`src/rtl/reg_cmd_ctrl.sv`:
```
// Framed UART command front-end: parses write/read frames and drives register-file strobes.
// Build option: define REG_CMD_WR_ACK_EN to echo every written byte back over UART TX.
module reg_cmd_ctrl #(
    parameter int unsigned reg_num     = 16,
    parameter int unsigned reg_width   = 8,
    parameter int unsigned ADDR_SIZE   = 4,
    parameter int unsigned TIMEOUT_CYC = 1024
) (
    input  logic                 CLK,
    input  logic                 rst_n,
    input  logic [reg_width-1:0] RX_P_DATA,
    input  logic                 RX_D_VLD,
    input  logic [reg_width-1:0] Rd_Data,
    input  logic                 Rd_Data_VLD,
    input  logic                 TX_Busy,
    output logic                 WrEN,
    output logic                 RdEN,
    output logic [ADDR_SIZE-1:0] Address,
    output logic [reg_width-1:0] WrData,
    output logic [reg_width-1:0] TX_P_DATA,
    output logic                 TX_D_VLD,
    output logic                 Cmd_Err
);

    localparam int unsigned CNT_W = $clog2(TIMEOUT_CYC);
    localparam logic [reg_width-1:0] CMD_WR = reg_width'(8'hAA);
    localparam logic [reg_width-1:0] CMD_RD = reg_width'(8'hBB);

    typedef enum logic [2:0] {
        IDLE, WR_ADDR, WR_DATA, WR_EXEC, RD_ADDR, RD_EXEC, RD_WAIT, TX_SEND
    } state_e;

    state_e               state_q, state_d;
    logic [CNT_W-1:0]     cnt_q, cnt_d;
    logic [ADDR_SIZE-1:0] addr_q, addr_d;
    logic [reg_width-1:0] wdata_q, wdata_d;
    logic [reg_width-1:0] tx_buf_q, tx_buf_d;
    logic                 wr_en_q, wr_en_d;
    logic                 rd_en_q, rd_en_d;
    logic                 tx_vld_q, tx_vld_d;
    logic                 err_q, err_d;
    logic                 tout_c;
    logic                 addr_bad_c;

    assign tout_c     = (cnt_q == CNT_W'(TIMEOUT_CYC - 1));
    assign addr_bad_c = (32'(RX_P_DATA) >= reg_num);

    // Next-state and next-output decode; every output is registered below.
    always_comb begin
        state_d  = state_q;
        cnt_d    = '0;
        addr_d   = addr_q;
        wdata_d  = wdata_q;
        tx_buf_d = tx_buf_q;
        wr_en_d  = 1'b0;
        rd_en_d  = 1'b0;
        tx_vld_d = 1'b0;
        err_d    = 1'b0;

        case (state_q)
            IDLE: begin
                if (RX_D_VLD) begin
                    if (RX_P_DATA == CMD_WR) begin
                        state_d = WR_ADDR;
                    end else if (RX_P_DATA == CMD_RD) begin
                        state_d = RD_ADDR;
                    end else begin
                        err_d = 1'b1;
                    end
                end
            end
            WR_ADDR, RD_ADDR: begin
                if (RX_D_VLD) begin
                    if (addr_bad_c) begin
                        err_d   = 1'b1;
                        state_d = IDLE;
                    end else begin
                        addr_d  = ADDR_SIZE'(RX_P_DATA);
                        rd_en_d = (state_q == RD_ADDR);
                        state_d = (state_q == WR_ADDR) ? WR_DATA : RD_EXEC;
                    end
                end else if (tout_c) begin
                    err_d   = 1'b1;
                    state_d = IDLE;
                end else begin
                    cnt_d = cnt_q + CNT_W'(1);
                end
            end
            WR_DATA: begin
                if (RX_D_VLD) begin
                    wdata_d = RX_P_DATA;
`ifdef REG_CMD_WR_ACK_EN
                    tx_buf_d = RX_P_DATA;
`endif
                    wr_en_d = 1'b1;
                    state_d = WR_EXEC;
                end else if (tout_c) begin
                    err_d   = 1'b1;
                    state_d = IDLE;
                end else begin
                    cnt_d = cnt_q + CNT_W'(1);
                end
            end
            WR_EXEC: begin
                err_d = RX_D_VLD;
`ifdef REG_CMD_WR_ACK_EN
                state_d = TX_SEND;
`else
                state_d = IDLE;
`endif
            end
            RD_EXEC: begin
                err_d   = RX_D_VLD;
                state_d = RD_WAIT;
            end
            RD_WAIT: begin
                // A stray byte is flagged but still restarts the watchdog.
                err_d = RX_D_VLD;
                if (Rd_Data_VLD) begin
                    tx_buf_d = Rd_Data;
                    if (!TX_Busy) begin
                        tx_vld_d = 1'b1;
                        state_d  = IDLE;
                    end else begin
                        state_d = TX_SEND;
                    end
                end else if (!RX_D_VLD) begin
                    if (tout_c) begin
                        err_d   = 1'b1;
                        state_d = IDLE;
                    end else begin
                        cnt_d = cnt_q + CNT_W'(1);
                    end
                end
            end
            TX_SEND: begin
                err_d = RX_D_VLD;
                if (!TX_Busy) begin
                    tx_vld_d = 1'b1;
                    state_d  = IDLE;
                end
            end
            default: begin
                state_d = IDLE;
            end
        endcase
    end

    always_ff @(posedge CLK or negedge rst_n) begin
        if (!rst_n) begin
            state_q  <= IDLE;
            cnt_q    <= '0;
            addr_q   <= '0;
            wdata_q  <= '0;
            tx_buf_q <= '0;
            wr_en_q  <= 1'b0;
            rd_en_q  <= 1'b0;
            tx_vld_q <= 1'b0;
            err_q    <= 1'b0;
        end else begin
            state_q  <= state_d;
            cnt_q    <= cnt_d;
            addr_q   <= addr_d;
            wdata_q  <= wdata_d;
            tx_buf_q <= tx_buf_d;
            wr_en_q  <= wr_en_d;
            rd_en_q  <= rd_en_d;
            tx_vld_q <= tx_vld_d;
            err_q    <= err_d;
        end
    end

    assign WrEN      = wr_en_q;
    assign RdEN      = rd_en_q;
    assign Address   = addr_q;
    assign WrData    = wdata_q;
    assign TX_P_DATA = tx_buf_q;
    assign TX_D_VLD  = tx_vld_q;
    assign Cmd_Err   = err_q;

endmodule

```
`config.mk`:
```
export PLATFORM = sky130hd
export DESIGN_NAME = reg_cmd_ctrl
export DESIGN_NICKNAME = d
export VERILOG_FILES = /design/src/rtl/reg_cmd_ctrl.sv
export SDC_FILE = /design/constraint.sdc
export NUM_CORES = 1
export LEC_CHECK = 0
export CAP_MARGIN = 30
export CORE_ASPECT_RATIO = 1.25
export CORE_MARGIN = 2
export CORE_UTILIZATION = 48
export CTS_BUF_LIST = sky130_fd_sc_hd__clkbuf_16
export DETAILED_ROUTE_END_ITERATION = 8
export MAX_ROUTING_LAYER = met4
export PLACE_DENSITY = 0.83
export RECOVER_POWER = 50
export SLEW_MARGIN = 10
export SYNTH_ARGS = -nofsm -noshare
export SYNTH_HDL_FRONTEND = slang
export SYNTH_SLANG_ARGS = --single-unit
```
`constraint.sdc`:
```
create_clock -name CLK -period 2.25 [get_ports CLK]
set_input_delay 0.45 -clock CLK [delete_from_list [all_inputs] [get_ports CLK]]
set_output_delay 0.45 -clock CLK [all_outputs]
set_load 0.01 [all_outputs]
```
Yosys cells after proc, flatten, opt, wreduce, memory -nomap -nowiden:

Cells that the tools add are included.

* add/sub/neg operators: 1
* magnitude comparators: 1
* equal/unequal tests: 14
* multiplexer cells: 35
* bitwise gates (word level): 1
* reduce and logical (&&, ||, !) cells: 8

Operators by type and width (number)
* $mux 3: 12
* $mux 10: 3
* $pmux 3 s7: 1
* $pmux 10 s2: 1
* $eq 8x8->1 const B: 2
* $mux 1: 16
* $eq 3x3->1 const B: 4
* $add 10x1->10 const B: 1
* $eq 10x10->1 const B: 1
* $ge 8x5->1 const B: 1
* $eq 3x2->1 const B: 2
* $ne 3x3->1 const B: 2
* $reduce_or 3->1: 2
* $pmux 1 s5: 1
* $ne 2x2->1 const B: 2
* $reduce_and 2->1: 2
* $reduce_and 4->1: 1
* $eq 3x1->1 const B: 1
* $logic_not 3->1: 1
* $reduce_and 3->1: 1
* $pmux 1 s2: 1
* $reduce_or 2->1: 1
* $not 1->1: 1

* register bits after elaboration: 37
* input port bits: 21
* output and inout port bits: 24
* logic and storage cells: 69

Depth between registers and ports, before layout:

* depth after elaboration: 5
* depth in mapped cells: 6

Worst setup path after synthesis:

OpenSTA, ideal clock, no wires.

* path kind: input -> register
* from: in RX_P_DATA[4]
* to: reg addr_q[0] (netlist: Address[0])
* setup time: 0.125 ns
* data arrival time: 1.626 ns
* required time: 2.125 ns
* slack: 0.499 ns
* stages: 4
* buffers on the path: 0
* cell sequence: or4_4 -> nor3_4 -> nand2_4 -> mux2_4

* word-level cells in the longest chain between the ends: 3

RTL lines
* start, declared: RTL line 11 `input logic [reg_width-1:0] RX_P_DATA,`
* $ge 8x5->1: RTL line 46 `assign addr_bad_c = (32'(RX_P_DATA) >= reg_num);`
* $not 1->1 (no source line)
* $reduce_and 3->1 (no source line)
* end signal, assigned: RTL line 163 `addr_q <= addr_d;`
* end, declared: RTL line 35 `logic [ADDR_SIZE-1:0] addr_q, addr_d;`

Every way passes these cells.
A chain may end at the register's enable or synchronous reset.

Worst setup path after layout:

* from: in RX_P_DATA[4]
* to: reg addr_q[1] (netlist: Address[1])

The elaborated chain is that of the path after synthesis.

==> reports/metrics.cfg <==
[clock_tree]
numCtsBuffers = 5
clockRootBuffer = clkbuf_16
postCtsSetupBuffers = 0
htreeDepth = 2
cts_hold_buf = 0
clockBufferDepth = 2
cts.clk_slew.worst_paths_ps = 60
cts_tree = yes
clock_latency_ps = 280
cts_resized = 0
clock_sinks = 37

[drt]
num_vias = 1387
wl_mm = 3.712
postRouteAntennaNets = 0
dr.pass1.iters = 6
wl_per_cell_um = 15.40
vias_per_cell = 5.755
drc = 4
drt-initial-drc-count = 33

[outcome]
violations = DRC
outcome = finished, violations left

[placed_design]
dp_cells = 233
port_buffers = 44
gp_congestion = 0.9054
hpwl_mm = 2.699

[logic_synthesis]
seq_area_frac_synth = 0.5135
ys_ff_latch = 37
synth.distinct_cells = 44
avgSynthCellArea_sq_um = 11.71
synth_area_leaders = dfrtp_1, mux2_1, mux2_4, xor2_1, nor2_1
synthArstFlopShare = 1.000
syn_area_sq_um = 1803
synth-main-ff-cell = dfrtp_1
syn-instance-count = 154
synth_edf_count = 0
synth_nets = 176
yosysTopAreaCellShare = 0.5135
synth_area_leader_cell = dfrtp_1
synth_warnings = 0

[power_and_ir_drop]
p_sw_w = 0.0009436
powerDensity_nw_per_um2 = 1174
p_leak_nw = 1.054
seqPwrFrac = 0.391
sw_frac_of_total = 0.3304
vdd_ir_drop_max_uv = 698.8
combPwrFrac = 0.372
internal_power_w = 0.001912
pwr-share-clk = 0.237

[floorplanning]
core_sq_um = 3543
start_util = 0.5088
rows = 24
fp.dieArea_sq_um = 4265
io_pins = 45
die_h_um = 72.52
dieWidth_um = 58.82

[run]
max_cap_viol_count = 0

[cells_and_area]
layout.cells.non_filler = 241
n_fill_cell = 282
final_nets = 223
multi_input_area_sq_um = 824.5
seq_area_sq_um = 925.9
syn_to_final_growth_pct = 34.98
drive_above_1_share = 0.1287
antennaDiodeCount = 0

[worst_setup_path]
crit_path_start_kind = input pin
critical_path_class = in2reg
max_stage_delay_ps = 580
crit_family = simple AND/OR/NAND/NOR gates
cp_max_fo = 4
slowest_stage = or4_4
crit_buf_inv = 1
cp_cell_sequence = clkdlybuf4s50_1 > or4_4 > nor3_4 > nand2_4 > mux2_4
crit_arrival_ps = 2080
cp-end-kind = flop
crit_required_ps = 2410

[hold_path]
hold_path.class = reg2reg

[timing]
fin_skew_ps = 7.919
worst_slew_pin_slew_ps = 880.5
max_freq_ghz = 0.5222
fin_crit_ps = 1915
rsz0062_at_grt = false
period_share = 0.8511
drv_slew = 0
fin_setup_tns_ps = 0
setup_viol = 0
max_slew_margin = 0.4130
hold_ws_ps = 484.8
hold_viol = 0

[global_routing]
grt_pass1_vias = 1439
grt_start_max_net_pins = 38
grt_pass1_wl_mm = 6.417
grt_usage = 0.2069
grt_antenna_before_repair = 0
grt_overflow_total = 0

cell families after synthesis:
logic type | count (synthesis) | share of synthesized area
xor+xnor | 10 | 0.04858
mux | 20 | 0.1332
compound gates | 22 | 0.08397
flops | 37 | 0.5135
fa+ha+maj | 1 | 0.006939
simple gates | 52 | 0.1846
buf+inv | 12 | 0.02915
cell usage after synthesis, types with 2 or more instances:
library cell / instances
mux2_4: 4
mux2_2: 2
a31oi_1: 2
nand2b_1: 6
nor3_4: 2
nor2b_1: 2
o211ai_1: 3
inv_1: 3
buf_2: 6
nand2_1: 7
and4_1: 2
a21oi_1: 4
nor2_1: 11
nor3_1: 3
xnor2_1: 4
nand3_1: 6
mux2_1: 14
nand4_1: 3
dfrtp_1: 37
o21ai_0: 3
xor2_1: 6
clkbuf_1: 2
worst paths after layout:
path                                               start  slack, ps                        to  cells after the start
worst max-delay path                        RX_P_DATA[4]        340    Address[1]$_DFFE_PN0P_                      5
worst min-delay path            TX_P_DATA[7]$_DFFE_PN0P_        480  TX_P_DATA[7]$_DFFE_PN0P_                      1
worst max register to register        cnt_q[0]$_DFF_PN0_        360    state_q[0]$_DFFE_PN0P_                      5
worst min register to register  TX_P_DATA[7]$_DFFE_PN0P_        480  TX_P_DATA[7]$_DFFE_PN0P_                      1
max in group asynchronous                          rst_n        870        TX_D_VLD$_DFF_PN0_                      2
min in group asynchronous                          rst_n        820  TX_P_DATA[3]$_DFFE_PN0P_                      2
metrics by stage:
| step | cell area (sq um) | utilization | worst slack, ps | power, W |
|---|---|---|---|---|
| detailed placement | 2288 | 0.6458 | 33.29 | 0.002201 |
| finish | 2434 | 0.6868 | 335.0 | 0.002856 |
| floorplan | 1803 | - | 498.5 | 0.001675 |
| global route | 2434 | 0.6868 | 280.0 | 0.003035 |
| global placement | 2288 | 0.6458 | 62.07 | 0.002156 |
| CTS | 2436 | 0.6875 | 335.7 | 0.002903 |
cells in the final DEF, fill, tap and decap left out, types with 2 or more instances in the layout:
cell             count
inv_1                3
a21oi_1              4
xor2_1               6
nor3_1               3
clkinv_4             2
nand3_1              6
nand4_1              3
nor3_4               2
clkbuf_16            5
and4_1               2
nor2_1              11
o21ai_0              3
xnor2_1              4
buf_4                4
mux2_1              14
o211ai_1             3
mux2_4               4
a31oi_1              2
dlygate4sd3_1        8
mux2_2               2
nand2b_1             6
nor2b_1              2
nand2_1              7
clkdlybuf4s50_1     36
dfrtp_1             37
power groups by stage:
stage | logic [W] | clock network [W] | registers [W]
after global placement | 0.00105 | 0 | 0.00110
after floorplan | 0.000588 | 0 | 0.00109
after CTS | 0.00109 | 0.000696 | 0.00112
after detailed placement | 0.00108 | 0 | 0.00112
after global routing | 0.00116 | 0.000726 | 0.00115
final | 0.00106 | 0.000677 | 0.00112
sequential cells by signal, summed over array words and instances (netlist names):
| name | cells |
|---|---|
| TX_D_VLD | 1 |
| RdEN | 1 |
| TX_P_DATA | 8 |
| state_q | 3 |
| Cmd_Err | 1 |
| cnt_q | 10 |
| WrData | 8 |
| Address | 4 |
| WrEN | 1 |
area by class of cell:
type                    count  share of cell area
clock inverters             3            0.009255
repair buffers             49              0.1954
flip-flops and latches     37              0.3805
inverters                   3            0.004627
well taps                  39             0.02005
multi-input cells         105              0.3388
clock buffers               5             0.05141
worst register-to-register path: stages, from the launching register on:
cell      delay [ps]
dfrtp_1          390
ha_1             210
and3_1           290
nand4_2          200
a2111o_1         410
o32a_1           280
routing by layer:
metal	track usage	vias to the layer above	wire, um
met2	0.3395	55	1893
met1	0.2312	674	1459
met4	0.08333	0	86
met3	0.06595	11	273
li1	-	647	-
met5	-	-	0
Note: power is estimated with default switching activity, not from simulation.
